<file path="src/rtl/mem_access_unit.sv">
// Memory-access stage in front of the 256x8 data memory: issues loads and
// stores from execute, sequences block fills, and returns load results to writeback.
module mem_access_unit #(
  parameter int ADDR_W = 8,
  parameter int DATA_W = 8,
  parameter int RD_W   = 3
) (
  input  logic              clk,
  input  logic              rst,
  input  logic              req_valid,
  output logic              req_ready,
  input  logic [1:0]        req_op,
  input  logic [ADDR_W-1:0] req_addr,
  input  logic [DATA_W-1:0] req_data,
  input  logic [ADDR_W-1:0] req_len,
  input  logic [RD_W-1:0]   req_rd,
  output logic [ADDR_W-1:0] mem_addr,
  output logic              mem_we_n,
  output logic [DATA_W-1:0] mem_wdata,
  input  logic [DATA_W-1:0] mem_rdata,
  output logic              wb_valid,
  input  logic              wb_ready,
  output logic [RD_W-1:0]   wb_rd,
  output logic [DATA_W-1:0] wb_data,
  output logic              busy
);

  localparam logic [1:0] OP_LOAD  = 2'b00;
  localparam logic [1:0] OP_STORE = 2'b01;
  localparam logic [1:0] OP_FILL  = 2'b10;

  typedef enum logic {IDLE, FILL} state_t;

  state_t            state;
  logic [ADDR_W-1:0] cur_addr;
  logic [ADDR_W-1:0] remaining;
  logic [DATA_W-1:0] pattern;
  logic              accept;

  // A stalled writeback result blocks every request, stores included.
  assign req_ready = !rst && (state == IDLE) && (!wb_valid || wb_ready);
  assign accept    = req_valid && req_ready;
  assign busy      = (state == FILL);

  always_comb begin
    mem_addr  = req_addr;
    mem_wdata = req_data;
    mem_we_n  = 1'b1;
    if (state == FILL) begin
      mem_addr  = cur_addr;
      mem_wdata = pattern;
      mem_we_n  = 1'b0;
    end else if (accept && (req_op == OP_STORE)) begin
      mem_we_n = 1'b0;
    end
  end

  always_ff @(posedge clk or posedge rst) begin
    if (rst) begin
      state     <= IDLE;
      cur_addr  <= '0;
      remaining <= '0;
      pattern   <= '0;
      wb_valid  <= 1'b0;
      wb_rd     <= '0;
      wb_data   <= '0;
    end else begin
      // A load accepted alongside a consumed result replaces it without a bubble.
      if (accept && (req_op == OP_LOAD)) begin
        wb_valid <= 1'b1;
        wb_rd    <= req_rd;
        wb_data  <= mem_rdata;
      end else if (wb_valid && wb_ready) begin
        wb_valid <= 1'b0;
      end

      case (state)
        IDLE: begin
          if (accept && (req_op == OP_FILL) && (req_len != '0)) begin
            cur_addr  <= req_addr;
            pattern   <= req_data;
            remaining <= req_len;
            state     <= FILL;
          end
        end
        FILL: begin
          cur_addr  <= cur_addr + 1'b1;
          remaining <= remaining - 1'b1;
          if (remaining == 1) begin
            state <= IDLE;
          end
        end
        default: state <= IDLE;
      endcase
    end
  end

endmodule

</file>
<file path="config.mk">
export PLATFORM = sky130hd
export DESIGN_NAME = mem_access_unit
export DESIGN_NICKNAME = d
export VERILOG_FILES = /design/src/rtl/mem_access_unit.sv
export SDC_FILE = /design/constraint.sdc
export NUM_CORES = 1
export LEC_CHECK = 0
export ABC_AREA = 0
export BUFFER_PORTS_ARGS = -buffer_cell sky130_fd_sc_hd__buf_2
export CORE_MARGIN = 1
export CORE_UTILIZATION = 29
export DETAILED_ROUTE_END_ITERATION = 10
export PLACE_DENSITY = 0.59
export SLEW_MARGIN = 20
export SYNTH_ARGS = -nofsm -noshare
export SYNTH_HDL_FRONTEND = slang
export SYNTH_SLANG_ARGS = --single-unit
export TNS_END_PERCENT = 1
</file>
<file path="constraint.sdc">
create_clock -name clk -period 4.6 [get_ports clk]
set_input_delay 0.92 -clock clk [delete_from_list [all_inputs] [get_ports clk]]
set_output_delay 0.92 -clock clk [all_outputs]
set_load 0.02 [all_outputs]
</file>
==> out/qor.csv <==
stage,metric,value,unit
sta,setup_ws,1.81,ns
setup_path,worstSetupEndpointType,output pin,
sta,max_freq,358,MHz
routing,antenna_left,0,
floorplan,ios,72,
setup_path,cpMostUsedCell,buf_2,
setup_path,critPathSlowestCell,nand3_1,
synth,netlist_top_cells_area,"dfrtp_1, mux2_2, nand3_1",
synth,synthSimpleGateAreaFrac,13.8,%
final_layout,syn2layout_area_growth,25.4,%
routing,drc,0,
place,dp.cells,324,
sta,finalSetupViolCount,0,
place,place_congestion,0.821,
synth,synth_top_area_share,46.3,%
power_and_ir_drop,clkPwrFrac,12.8,%
sta,worst_pin_slew,0.904,ns
sta,clock_skew,0.00262,ns
global_route,first_global_vias,1634,
final_layout,final_cells,332,
floorplan,dieWidth,85.1,um
final_layout,num_antenna_cells,0,
global_route,grt_max_degree,31,
synth,ys_seq_area_share,46.3,%
routing,drtIter0Drc,86,
sta,finalHoldViolCount,0,
power_and_ir_drop,irDropWorstVdd,0.307,mV
clock_tree,cts_tree,built,
setup_path,worstPathRequired,3.68,ns
sta,slew_violations,0,
place,dpl.hpwl,3670,um
routing,routed_wl,4900,um
floorplan,rows,29,
floorplan,die_height,85.1,um
synth,synth-seq-cells,37,
floorplan,die-area,7240,um2
final_layout,drive_gt1_share,45.5,%
global_route,antenna_found_initial,0,
place,port_buffers,71,
sta,slew_headroom,39.4,%
routing,drtPass1Iterations,4,
synth,avgSynthCellArea,11.1,um2
power_and_ir_drop,swShare,42.0,%
synth,syn_nets,225,
floorplan,core,6490,um2
synth,synth-async-reset-ratio,100,%
synth,synth.distinct_cells,43,
clock_tree,numCtsBuffers,5,
synth,synth_edf_count,0,
place,place_ws,1.81,ns
power_and_ir_drop,p_switching,0.000715,W
sta,tns,0,ns
synth,synthXorXnorAreaFrac,1.75,%
global_route,grtUsageTotal,14.1,%
setup_path,cpPeakStageDelay,0.28,ns
power_and_ir_drop,power_frac_comb,52.3,%
setup_path,start_kind,primary input,
routing,wl_per_cell,14.8,um
routing,via_count,1693,
clock_tree,worstSkewPairLatency,0.28,ns
setup_path,critical_path.max_fanout,8,
power_and_ir_drop,cellPowerDensity,679,nW/um2
synth,synth_compound_area_share,13.6,%
power_and_ir_drop,intPower,0.000988,W
synth,synth_top_family_by_area,multiplexers,
clock_tree,cts_htree_levels,2,
setup_path,worstPathCellList,buf_2 > nand2b_1 > nand3_1 > nor2_1 > a21oi_1 > buf_2,
final_layout,nets,298,
clock_tree,cts_post_setup_buffers_inserted,0,
synth,ys.flop_type,dfrtp_1,
synth,synth_top_area_cell,dfrtp_1,
routing,vias_per_cell,5.10,
final_layout,fin_util,38.6,%
synth,muxShareOfSynthArea,18.6,%
setup_path,critical_path_arrival,1.87,ns
power_and_ir_drop,p_leak,1.15,nW
sta,period_share,60.7,%
worst_hold_path,hold_path_class,flop to flop,
setup_path,path_class,primary input to output pin,
floorplan,initial_core_util,30.8,%
clock_tree,cts-root-buf,clkbuf_8,
sta,rsz0062_at_grt,no,
global_route,grt.overflow.total,0,
synth,yosysWarnings,0,
clock_tree,clock_path_buffers,2,
clock_tree,clk_pin_slew,0.07,ns
outcome,status,"complete, no violations",
synth,synth_fa_ha_area_share,1.88,%
synth,yosysMostFrequentCell,dfrtp_1,
synth,syn-cell-area,2000,um2
clock_tree,cts_hold_buf,0,
synth,synthCells,181,
global_route,grt_first_pass_wirelength,7890,um
run,maxCapViolCount,0,
clock_tree,cts.sinks,37,
power_and_ir_drop,pwr-share-seq,34.9,%
final_layout,design_area,2510,um2
sta,fin_crit,2.79,ns
place,placed_area,2430,um2
synth,synth_commonest_cells,"dfrtp_1, mux2_2, nor2_1, inv_1",
clock_tree,cts_resized,0,
logic make-up after synthesis:
family          count (synthesis)
compound gates                 34
xor+xnor                        4
fa+ha+maj                       3
buf+inv                        18
flops                          37
mux                            33
simple gates                   52
worst max-delay path, delay by kind of cell:
family          cells  cell delay, ns
simple gates        3            0.52
buf+inv             2            0.28
compound gates      1            0.15
sequential cells by signal, indices dropped and copies added, names as in the netlist:
signal     count
wb_rd          3
wb_valid       1
busy           1
pattern        8
cur_addr       8
remaining      8
wb_data        8
cells in the final DEF, fill, tap and decap left out, drive strengths merged, types with 2 or more instances in the layout:
cell / instances
a21oi: 3
a221o: 3
a311o: 2
a31oi: 3
and3: 3
buf: 74
clkbuf: 8
dfrtp: 37
ha: 3
inv: 9
mux2: 33
nand2: 9
nand2b: 2
nand3: 9
nand4: 2
nor2: 13
nor3: 3
nor3b: 2
o211ai: 3
o21ai: 6
o221a: 2
o221ai: 3
o31ai: 2
or3: 2
or4: 2
xnor2: 4
layer usage:
| layer | share of wire [%] | routed length [um] | track usage [%] |
|---|---|---|---|
| met5 | 0 | 0 | 0 |
| met4 | 1.1 | 55 | 4.62 |
| met3 | 6.9 | 336 | 3.60 |
| met2 | 47 | 2300 | 22.8 |
| met1 | 45 | 2200 | 18.4 |
per-stage QoR:
| step | hold slack (ns) | total power, W |
|---|---|---|
| after CTS | 0.491 | 0.00173 |
| after detailed placement | 0.475 | 0.00150 |
| final | 0.486 | 0.00170 |
| after global routing | 0.518 | 0.00183 |
| after global placement | 0.461 | 0.00148 |
| after floorplan | 0.452 | 0.00124 |
path summary, 6_finish.rpt:
kind / from / end / slack, ns / cells after the start
min in group asynchronous: rst / remaining[3] / 0.73 / 2
min reg2reg: pattern[7] / pattern[7] / 0.49 / 1
min: pattern[7] / pattern[7] / 0.49 / 1
max in group asynchronous: rst / cur_addr[7] / 3.23 / 3
max: wb_ready / mem_we_n / 1.81 / 6
max reg2reg: busy / pattern[6] / 2.33 / 5
power by group through the flow:
| stage | logic [W] | clock network (W) | registers, W |
|---|---|---|---|
| 3_5_place_dp | 0.000901 | 0 | 0.000603 |
| 2_1_floorplan | 0.000593 | 0 | 0.000647 |
| 4_1_cts | 0.000905 | 0.000228 | 0.000597 |
| 3_3_place_gp | 0.000888 | 0 | 0.000596 |
| 5_1_grt | 0.000967 | 0.000241 | 0.000618 |
| 6_report | 0.000890 | 0.000218 | 0.000595 |
final cells by class:
cell class / instances / area [um2]
inverters: 10 / 37.5
clock buffers: 8 / 80.1
multi-input cells: 126 / 991
repair buffers: 74 / 378
flip-flops and latches: 37 / 926
fillers: 658 / 3990
well taps: 77 / 96.3
Power figures use the tool's default switching activity.
